File: src/rtl/rvfi_mon_pkg.sv
// rvfi_mon_pkg: shared types and constants for the RVFI retirement-sequence monitor
package rvfi_mon_pkg;
  localparam int XLEN = 32;
  localparam int ORDER_W = 64;
  typedef enum logic [1:0] {S_IDLE, S_TRACK, S_HALTED, S_ERROR} state_t;
  typedef enum logic [2:0] {
    ERR_NONE  = 3'd0,
    ERR_ORDER = 3'd1,
    ERR_PC    = 3'd2,
    ERR_ALIGN = 3'd3,
    ERR_HALT  = 3'd4
  } err_code_t;
endpackage

File: src/rtl/rvfi_pc_hist.sv
// rvfi_pc_hist: circular retired-PC history; push writes newest, idx 0 reads newest
// ports: clock, reset_n (async active-low), push, din[XLEN], idx[log2 DEPTH], dout[XLEN]
module rvfi_pc_hist
  import rvfi_mon_pkg::*;
#(
  parameter int DEPTH = 4
) (
  input  logic                     clock,
  input  logic                     reset_n,
  input  logic                     push,
  input  logic [XLEN-1:0]          din,
  input  logic [$clog2(DEPTH)-1:0] idx,
  output logic [XLEN-1:0]          dout
);
  localparam int AW = $clog2(DEPTH);
  logic [XLEN-1:0] mem [DEPTH];
  logic [AW-1:0]   wptr;
  logic [AW-1:0]   rptr;
  // power-of-2 depth: pointer arithmetic wraps naturally
  assign rptr = wptr - AW'(1) - idx;
  // storage is cleared on reset, so unwritten entries read 0
  assign dout = mem[rptr];
  always_ff @(posedge clock or negedge reset_n) begin
    if (!reset_n) begin
      wptr <= '0;
      for (int i = 0; i < DEPTH; i++) mem[i] <= '0;
    end else if (push) begin
      mem[wptr] <= din;
      wptr <= wptr + AW'(1);
    end
  end
endmodule

File: src/rtl/rvfi_seq_monitor.sv
// rvfi_seq_monitor: checks RVFI retirement order, PC chaining, alignment and post-halt activity
// ports: clock, reset_n (async active-low); rvfi_valid/order/pc_rdata/pc_wdata/trap/halt in;
//        hist_idx in / hist_pc out (retired-PC history); retired_cnt, err, err_code, err_order out
module rvfi_seq_monitor
  import rvfi_mon_pkg::*;
#(
  parameter int CHECK_ALIGN = 1,
  parameter int HIST_DEPTH  = 4
) (
  input  logic                          clock,
  input  logic                          reset_n,
  input  logic                          rvfi_valid,
  input  logic [ORDER_W-1:0]            rvfi_order,
  input  logic [XLEN-1:0]               rvfi_pc_rdata,
  input  logic [XLEN-1:0]               rvfi_pc_wdata,
  input  logic                          rvfi_trap,
  input  logic                          rvfi_halt,
  input  logic [$clog2(HIST_DEPTH)-1:0] hist_idx,
  output logic [XLEN-1:0]               hist_pc,
  output logic [31:0]                   retired_cnt,
  output logic                          err,
  output logic [2:0]                    err_code,
  output logic [ORDER_W-1:0]            err_order
);
  state_t             state, state_nxt;
  err_code_t          cause;
  logic [ORDER_W-1:0] prev_order;
  logic [XLEN-1:0]    prev_wdata;
  logic               prev_trap;
  logic               order_bad, pc_bad, align_bad;
  logic               active, accept, fail;
  assign order_bad = (state == S_IDLE) ? (rvfi_order != '0) : (rvfi_order != prev_order + 64'd1);
  // a trapping predecessor redirects control, so its pc_wdata is not a valid successor
  assign pc_bad    = (state == S_TRACK) && !prev_trap && (rvfi_pc_rdata != prev_wdata);
  assign align_bad = (CHECK_ALIGN != 0) && !rvfi_trap && (rvfi_pc_wdata[1:0] != 2'b00);
  assign cause     = (state == S_HALTED) ? ERR_HALT :
                     order_bad ? ERR_ORDER :
                     pc_bad    ? ERR_PC :
                     align_bad ? ERR_ALIGN : ERR_NONE;
  assign active    = rvfi_valid && (state != S_ERROR);
  assign accept    = active && (cause == ERR_NONE);
  assign fail      = active && (cause != ERR_NONE);
  assign err       = (state == S_ERROR);
  always_comb begin
    state_nxt = state;
    if (fail) state_nxt = S_ERROR;
    else if (accept) state_nxt = rvfi_halt ? S_HALTED : S_TRACK;
  end
  always_ff @(posedge clock or negedge reset_n) begin
    if (!reset_n) state <= S_IDLE;
    else state <= state_nxt;
  end
  always_ff @(posedge clock or negedge reset_n) begin
    if (!reset_n) begin
      retired_cnt <= '0;
      err_code    <= '0;
      err_order   <= '0;
      prev_order  <= '0;
      prev_wdata  <= '0;
      prev_trap   <= 1'b0;
    end else if (fail) begin
      err_code  <= cause;
      err_order <= rvfi_order;
    end else if (accept) begin
      retired_cnt <= (&retired_cnt) ? retired_cnt : retired_cnt + 32'd1;
      prev_order  <= rvfi_order;
      prev_wdata  <= rvfi_pc_wdata;
      prev_trap   <= rvfi_trap;
    end
  end
  rvfi_pc_hist #(.DEPTH(HIST_DEPTH)) u_hist (
    .clock   (clock),
    .reset_n (reset_n),
    .push    (accept),
    .din     (rvfi_pc_rdata),
    .idx     (hist_idx),
    .dout    (hist_pc)
  );
endmodule

File: config.mk
export PLATFORM = sky130hd
export DESIGN_NAME = rvfi_seq_monitor
export DESIGN_NICKNAME = d
export VERILOG_FILES = /design/src/rtl/rvfi_mon_pkg.sv /design/src/rtl/rvfi_pc_hist.sv /design/src/rtl/rvfi_seq_monitor.sv
export SDC_FILE = /design/constraint.sdc
export NUM_CORES = 1
export LEC_CHECK = 0
export BUFFER_PORTS_ARGS = -buffer_cell sky130_fd_sc_hd__buf_2
export CORE_ASPECT_RATIO = 1.75
export CORE_UTILIZATION = 59
export CTS_BUF_LIST = sky130_fd_sc_hd__clkbuf_4
export DETAILED_ROUTE_END_ITERATION = 8
export GPL_TIMING_DRIVEN = 0
export PLACE_DENSITY = 0.82
export SLEW_MARGIN = 20
export SYNTH_ARGS = -nofsm -noshare
export SYNTH_HDL_FRONTEND = slang
export SYNTH_SLANG_ARGS = --single-unit
File: constraint.sdc
create_clock -name clock -period 5 [get_ports clock]
set_input_delay 0.5 -clock clock [delete_from_list [all_inputs] [get_ports clock]]
set_output_delay 0.5 -clock clock [all_outputs]
set_load 0.005 [all_outputs]
# Word-level counts from Yosys, hierarchy flattened
# Cells that the tools add are included.
# totals
ff_bits,328
input_bits,135
output_inout_bits,132
elab_cells,62
# classes
n_addsub,5
order_cmp,3
eq_ne,6
n_mux,14
bitwise,4
n_reduce_logical,18
# ops
cell,count
bitwise mux 128 bit,1
2-to-1 mux 32 bit,3
"adder 64 x 1 -> 64 bit, second input constant",1
binary-select mux 32 bit (select 2 bit),1
demux 32 bit (select 2 bit),1
inequality test 64 bit,1
nonzero test 64 bit,1
"adder 32 x 1 -> 32 bit, second input constant",1
inequality test 32 bit,1
AND reduction 32 bit,1
2-to-1 mux 2 bit,6
logical AND 1 bit,7
">= comparator 3 bit, second input constant",2
NOT 2 -> 3 bit,2
"== test 2 bit, second input constant",2
nonzero test 2 bit,2
zero test 3 bit,1
"< comparator 3 x 1 -> 1 bit, second input constant",1
2-to-1 mux 3 bit,1
AND reduction 3 bit,1
nonzero test 3 bit,1
"adder 2 x 1 -> 2 bit, second input constant",1
"== test 2 x 1 -> 1 bit, second input constant",1
zero test 1 bit,2
other kinds (7),8

# Depth between registers and ports, before layout
# Gate-level depths: netlist of run 1.
# logic_depth
ltp_word,10
mapped_depth,14
ltp_nobuf,11

# Cells and area by module
# A second synthesis of run 1 with hierarchy kept.
# hier_totals
cells_unflattened,1317
hier_area_um2,16888.7
# modules_own_cells
mod,instances,cells_each,area_each_um2,seq_area_each_um2
rvfi_seq_monitor,1,991,11105.7,4954.8
rvfi_pc_hist,1,326,5783.0,3253.1

# Worst setup path after synthesis of run 1
# Ideal clock, no wire load.
# synth_path
path_type,flip-flop to flip-flop
from,reg prev_order[0]
to,reg err_order[0]
setup_ns,0.127
arrival_time_ns,3.597
setup_slack_ns,1.275
stages_incl_launch_ff,15
path_buffers,3
synth_period_minus_slack_ns,3.725
cell_sequence,dfrtp_1 ha_1 and2_1 and4_1 buf_4 nand4_4 or4_1 a211o_1 nor4_1 nand4_1 and2_4 o31ai_4 buf_4 buf_6 mux2_1
# synth_via
elab_chain_len,7
# synth_lines
element,line,rtl
from (decl),rvfi_seq_monitor.sv:27,logic [ORDER_W-1:0] prev_order;
from (signal assigned),rvfi_seq_monitor.sv:66,prev_order <= rvfi_order;
adder 64 x 1 -> 64 bit,rvfi_seq_monitor.sv:32,assign order_bad = (state == S_IDLE) ? (rvfi_order != '0) : (rvfi_order != prev_order + 64'd1);
inequality test 64 bit,rvfi_seq_monitor.sv:32,
2-to-1 mux 1 bit,rvfi_seq_monitor.sv:32,
2-to-1 mux 2 bit,rvfi_seq_monitor.sv:37,order_bad ? ERR_ORDER :
2-to-1 mux 3 bit,rvfi_seq_monitor.sv:36,assign cause = (state == S_HALTED) ? ERR_HALT :
nonzero test 3 bit,rvfi_seq_monitor.sv:42,assign fail = active && (cause != ERR_NONE);
logical AND 1 bit,rvfi_seq_monitor.sv:42,
to (signal assigned),rvfi_seq_monitor.sv:63,err_order <= rvfi_order;
to (decl),rvfi_seq_monitor.sv:23,output logic [ORDER_W-1:0] err_order
# No other way between the ends.
# A chain may end at the register's enable or synchronous reset.

# Worst setup path after layout of run 1
# layout_path
from,reg prev_order[0]
to,reg err_order[59]
# Same word-level chain as after synthesis.

==> results.toml, run 1 <==
[sta]
fin_ws_ns = 0.334
hold_violations = 0
finalCritPeriodShare_pct = 93.3
fmax_mhz = 214
rsz0062_at_grt = "no"
min_period_ns = 4.67
slew_headroom_pct = 32.3
slew_violations = 0
setup_viol = 0
fin_skew_ns = 0.0597
worstMarginPinSlew_ns = 1.01

[layout]
final_cell_area_mm2 = 0.0201
drive_above_1_share_pct = 38.0
layout.nets = 1856
regArea_mm2 = 0.00821
area_delta_synth_final_pct = 22.5
multi_input_area_mm2 = 0.00787
finalNonFillerCells = 2132
fillers = 1804

[power]
power_density_mw_per_mm2 = 261
ir_drop_uv = 288
p_leak_nw = 10.0

[drt]
avgRoutedWirePerCell_um = 23.5
route.detailed.drc = 0
drt-total-wl_um = 50000
final_antenna_net_count = 0
drtIter0Drc = 660
vias = 12900
vias_per_cell = 6.06
firstDrtPassIters = 6

[grt]
grt_pass1_vias = 14000
track_usage_pct = 36.5
grt_max_degree = 89
grt_antenna_before_repair = 1
overflow = 0
grt_pass1_wl_um = 77100

[yosys]
synthTopCellsByCount = "dfrtp_1 (328), mux2_2 (198), mux2_1 (89)"
synth_seq_cells = 328
synth_cell_type_count = 70
avgSynthCellArea_um2 = 12.9
synth_edf_count = 0
synth_area_mm2 = 0.0164
synthFlopType = "dfrtp_1"
syn-num-nets = 1418
synth_top_area_cell = "dfrtp_1"
synthTopCellsByArea = "dfrtp_1 (50%), mux2_2 (14%), mux2_1 (6.1%)"
synth_top_area_share_pct = 50.0
yosysMostFrequentCell = "dfrtp_1"
synth_cells = 1276
async_reset_ff_share_pct = 100
synth_warnings = 0
seq_area_frac_synth_pct = 50.0

[critical_path]
r2r_start = "prev_order[0]"
r2r_end = "err_order[59]"
cp-startpoint = "prev_order[0]"
ff2ff_path_depth = 14
critPathRequiredTime_ns = 5.67
critPathCaptureType = "flip-flop"
arrival_ns = 5.33
critPathCapture = "err_order[59]"
path_max_fanout = 10
startpoint_type = "flip-flop"
reg2reg_slack_ns = 0.33
path_class = "flip-flop to flip-flop"

[clocking]
root_buffer = "clkbuf_4"
numCtsBuffers = 75
clock_path_buffers = 3
clk_latency_ns = 0.80
post-cts-setup-buffers = 0
htree_levels = 3
clock_sinks = 328
cts.clk_slew.worst_paths_ns = 0.08
cts_tree = "yes"

[place]
dpl.hpwl_um = 34800
gp_congestion = 1.00
dpl_cell_area_mm2 = 0.0183
dp.cells = 1914
pre_cts_ws_ns = 0.109
portBuffers = 266

[floorplan]
core_area_mm2 = 0.0273
placementRows = 80
die_h_um = 223
dieArea_mm2 = 0.0285
fp.dieW_um = 128
io_pins = 267
initial_core_util_pct = 60.1

[run]
drv_cap = 0

[worst_hold_path]
min_path_type = "input pin to flip-flop"

[status]
outcome = "finished, final reports clean"
==> logic make-up (layout without fill, tap and decap cells) <==
group | Yosys count | count (layout) | share of synthesized area (%)
mux | 322 | 322 | 24.3
other cells | 0 | 1 | 0
simple gates | 317 | 317 | 11.5
flops | 328 | 328 | 50.0
xor+xnor | 143 | 143 | 7.72
buf+inv | 72 | 558 | 2.20
fa+ha+maj | 7 | 7 | 0.533
compound gates | 87 | 87 | 3.82
==> power by group <==
| part | total (mW) | internal (mW) | switching [mW] |
|---|---|---|---|
| sequential | 2.75 | 2.71 | 0.0311 |
| combinational | 0.488 | 0.224 | 0.264 |
| clock | 2.02 | 0.944 | 1.07 |
| total | 5.25 | 3.88 | 1.37 |
==> layer usage <==
metal | global-route usage (%) | routed length, µm
met1 | 34.9 | 15900
met2 | 67.1 | 27300
met3 | 7.15 | 2750
met4 | 28.3 | 4010
met5 | 0 | 0
==> cell type report <==
cell class	instances	area share, %
diodes	1	0.0124
clock inverters	23	0.460
inverters	14	0.261
repair buffers	361	11.7
clock buffers	102	3.81
multi-input cells	876	39.1
well taps	369	2.30
plain buffers	58	1.54
flip-flops and latches	328	40.8
==> worst min path at each step <==
| stage | slack [ns] | end | start | cells past startpoint |
|---|---|---|---|---|
| floorplan | 0.20 | err_code[0] | reset_n | 0 |
| global placement | 0.47 | u_hist.mem[49] | u_hist.mem[49] | 1 |
| detailed placement | 0.48 | err_order[7] | err_order[7] | 1 |
| CTS | 0.0002 | u_hist.mem[121] | rvfi_pc_rdata[25] | 2 |
| global route | 0.02 | u_hist.mem[108] | rvfi_pc_rdata[12] | 2 |
| finish | 0.04 | err_order[53] | rvfi_order[53] | 2 |
==> placed cells by master, fill, tap and decap left out, types with 8 or more instances in the layout <==
cell / n
nand2_1: 39
mux4_2: 32
xor2_1: 71
nor3_1: 18
buf_2: 299
nor2_1: 31
nand3_1: 38
a21oi_1: 12
clkbuf_4: 102
xnor2_1: 71
dfrtp_1: 328
a31oi_1: 8
mux2_1: 89
nor4_1: 42
clkinv_1: 16
o31ai_1: 8
dlygate4sd3_1: 92
and3_1: 25
inv_1: 14
nand4_1: 51
and4_1: 19
clkbuf_1: 14
o21ai_0: 14
and2_1: 10
mux2_2: 198
==> critical path, cell delays in order (launching register included) <==
cell and delay, ns:
dfrtp_1 0.42, ha_1 0.30, and2_1 0.24, nand4_1 0.15, clkbuf_1 0.30, or3_1 0.43, a211oi_1 0.30, o2111ai_1 0.16
nor4_1 0.47, nand4_1 0.33, and2_4 0.29, o31ai_4 0.24, buf_4 0.31, buf_6 0.21, mux2_1 0.37
==> metrics by stage <==
step | setup TNS [ns] | power (mW) | hold WS [ns] | utilization [%]
after global routing | 0 | 5.46 | 0.0159 | 73.6
after CTS | 0 | 5.27 | 0.000233 | 73.5
after detailed placement | 0 | 3.22 | 0.475 | 67.0
after global placement | -810.45 | 3.20 | 0.468 | 66.6
final | 0 | 5.25 | 0.0363 | 73.6
after floorplan | 0 | 2.94 | 0.204 | -
==> registers in the layout, indices dropped and copies added (netlist names) <==
signal       count
u_hist.wptr      2
err_code         3
prev_order      64
err_order       64
prev_trap        1
u_hist.mem     128
prev_wdata      32
state            2
retired_cnt     32
==> what timing repair did <==
action / CTS / global route
gates resized for setup: 0 / 5
hold buffers: 92 / 0
hold endpoints to repair: 208 / 0
setup endpoints to repair: 0 / 300
Note: power is estimated with default switching activity, not from simulation.
==> run 2, diff against run 1 <==
--- a/config.mk
+++ b/config.mk
@@ -7,11 +7,10 @@
 export LEC_CHECK = 0
 export BUFFER_PORTS_ARGS = -buffer_cell sky130_fd_sc_hd__buf_2
 export CORE_ASPECT_RATIO = 1.75
-export CORE_UTILIZATION = 59
-export CTS_BUF_LIST = sky130_fd_sc_hd__clkbuf_4
+export CORE_UTILIZATION = 36
 export DETAILED_ROUTE_END_ITERATION = 8
 export GPL_TIMING_DRIVEN = 0
-export PLACE_DENSITY = 0.82
+export PLACE_DENSITY = 0.54
 export SLEW_MARGIN = 20
 export SYNTH_ARGS = -nofsm -noshare
 export SYNTH_HDL_FRONTEND = slang
==> run 2 against run 1 <==
  * Clock-buffer cell count down 51
  * Combinational power down 12%
  * Global-route usage down 14 points
  * Via count down 9.5%
  * Flip-flop and latch count unchanged
  * Cell count up 2.6%
  * Clock skew down 0.035 ns
  * Sequential power about the same
  * Critical endpoint is now err_order[57]
==> results.toml, run 2 (synthesized netlist as in run 1, its figures left out) <==
[status]
outcome = "finished, final reports clean"

[sta]
hold_violations = 0
slew_violations = 0
min_period_ns = 4.76
slew_headroom_pct = 31.7
finalCritPeriodShare_pct = 95.2
rsz0062_at_grt = "no"
worstMarginPinSlew_ns = 1.02
fin_skew_ns = 0.0247
setup_viol = 0
fin_setup_tns_ns = 0
fmax_mhz = 210

[grt]
grt_max_degree = 97
overflow = 0
grt_pass1_wl_um = 76900
track_usage_pct = 22.1
grt_pass1_vias = 12800
grt_antenna_before_repair = 7

[critical_path]
cp_slowest_cell = "nor4_2"
path_buf_inv = 4
arrival_ns = 5.16
path_max_fanout = 10
critPathRequiredTime_ns = 5.40
startpoint_type = "flip-flop"
path_cells = "buf_2, and3_1, buf_2, nand4_2, nor4_2, and4_1, o22ai_1, a2111oi_0, nand4_1, and2_4, o31ai_4, buf_4, buf_6, mux2_1"
critPathCaptureType = "flip-flop"
path_class = "flip-flop to flip-flop"
path_depth = 14
slowest_delay_ns = 0.75
critPathMostFrequentCell = "buf_2"
crit_family = "simple AND/OR/NAND/NOR gates"
ff2ff_path_depth = 14

[floorplan]
io_pins = 267
placementRows = 103
die_h_um = 284
fp.dieW_um = 163
dieArea_mm2 = 0.0465
core_area_mm2 = 0.0451
initial_core_util_pct = 36.4

[power]
ir_drop_uv = 291
finalPower_mw = 5.79
power_density_mw_per_mm2 = 294
p_leak_nw = 9.68

[drt]
avgRoutedWirePerCell_um = 23.0
vias = 11700
wl_met1_um = 16700
topRoutingLayerUsed = "met5"
drtIter0Drc = 538
wl_met2_um = 27900
wl_met3_um = 2850
firstDrtPassIters = 6
route.detailed.drc = 0
vias_per_cell = 5.35
drt-total-wl_um = 50300
final_antenna_net_count = 0

[layout]
largestRegisters = "u_hist.mem x128, err_order x64, prev_order x64"
fin_util_pct = 43.7
mostFrequentLayoutCells = "dfrtp_1 (328), buf_2 (299), mux2_2 (198), mux2_1 (89)"
drive_above_1_share_pct = 38.1
area_delta_synth_final_pct = 20.2
layout.nets = 1725
top_register = "u_hist.mem"
final_common_cell = "dfrtp_1"
largest_register_ff_count = 128

[place]
dpl.hpwl_um = 38800
gp_congestion = 0.939
portBuffers = 266

[clocking]
clock_sinks = 328
cts_tree = "yes"
cts.clk_slew.worst_paths_ns = 0.06
root_buffer = "clkbuf_16"
clock_path_buffers = 3
htree_levels = 2
clk_latency_ns = 0.54
numCtsBuffers = 35
post-cts-setup-buffers = 0

[worst_hold_path]
min_path_type = "input pin to flip-flop"
holdPathStages = 2

[run]
drv_cap = 0
run 2: changes by cell type in the layout (fill, tap and decap cells not counted), moves of 2 or more:
cell           previous run  this run
clkbuf_1                 14        25
dlygate4sd3_1            92         1
clkbuf_8                  0         6
clkinv_8                  0         2
clkinv_2                  2         5
bufinv_16                 0         2
clkbuf_16                 0        35
clkbuf_4                102         0
clkinv_1                 16         0
inv_2                     4         0
inv_6                     0         2
run 2: worst paths after layout:
check                                   start         endpoint  slack [ns]
worst max-delay path            prev_order[2]    err_order[57]        0.24
worst min register to register  err_order[25]    err_order[25]        0.48
min in group asynchronous             reset_n  u_hist.mem[119]        0.49
worst max register to register  prev_order[2]    err_order[57]        0.24
worst min-delay path                rvfi_halt         state[0]        0.15
max in group asynchronous             reset_n    err_order[34]        3.19
run 2: cell type report:
| cell class | count | area (µm²) |
|---|---|---|
| Clock inverter | 12 | 144 |
| Inverter | 14 | 52.6 |
| Sequential cell | 328 | 8210 |
| Antenna cell | 2 | 5.00 |
| Tap cell | 577 | 722 |
| Buffer | 58 | 309 |
| Fill cell | 4312 | 25400 |
| Clock buffer | 51 | 996 |
| Timing Repair Buffer | 270 | 1430 |
| Multi-Input combinational cell | 876 | 7860 |
run 2: worst register-to-register path: stages (launching register included):
cell       delay (ns)
dfrtp_1          0.31
buf_2            0.18
and3_1           0.16
buf_2            0.21
nand4_2          0.34
nor4_2           0.75
and4_1           0.28
o22ai_1          0.13
a2111oi_0        0.49
nand4_1          0.35
and2_4           0.30
o31ai_4          0.25
buf_4            0.33
buf_6            0.22
mux2_1           0.34
run 2: repair_timing:
action                                 4_1_cts  5_1_grt
setup endpoints to repair                    0       81
gates resized for setup                      0        2
hold buffers                                 1        0
endpoints found under the hold margin       53        0
run 2: routing by layer:
layer	GRT usage, %	vias up
li1	-	5365
met1	21.4	5873
met2	42.4	335
met3	4.95	118
met4	11.6	12
met5	0	-
run 2: through the flow:
step / area [µm²] / hold WS (ns) / setup slack (ns) / instances
2_1_floorplan: 16400 / 0.204 / 1.28 / 1276
3_3_place_gp: 18500 / 0.468 / -3.02 / 2119
3_5_place_dp: 18600 / 0.467 / 0.218 / 2122
4_1_cts: 19700 / 0.119 / 0.196 / 2186
5_1_grt: 19700 / 0.150 / 0.00545 / 2187
6_report: 19700 / 0.149 / 0.239 / 2188
run 2: report_power, final:
part / switching [mW] / total, mW / internal, mW / leakage, nW
Combinational: 0.254 / 0.431 / 0.177 / 4.68
Clock: 1.11 / 2.62 / 1.50 / 0.561
Sequential: 0.0281 / 2.74 / 2.72 / 4.44
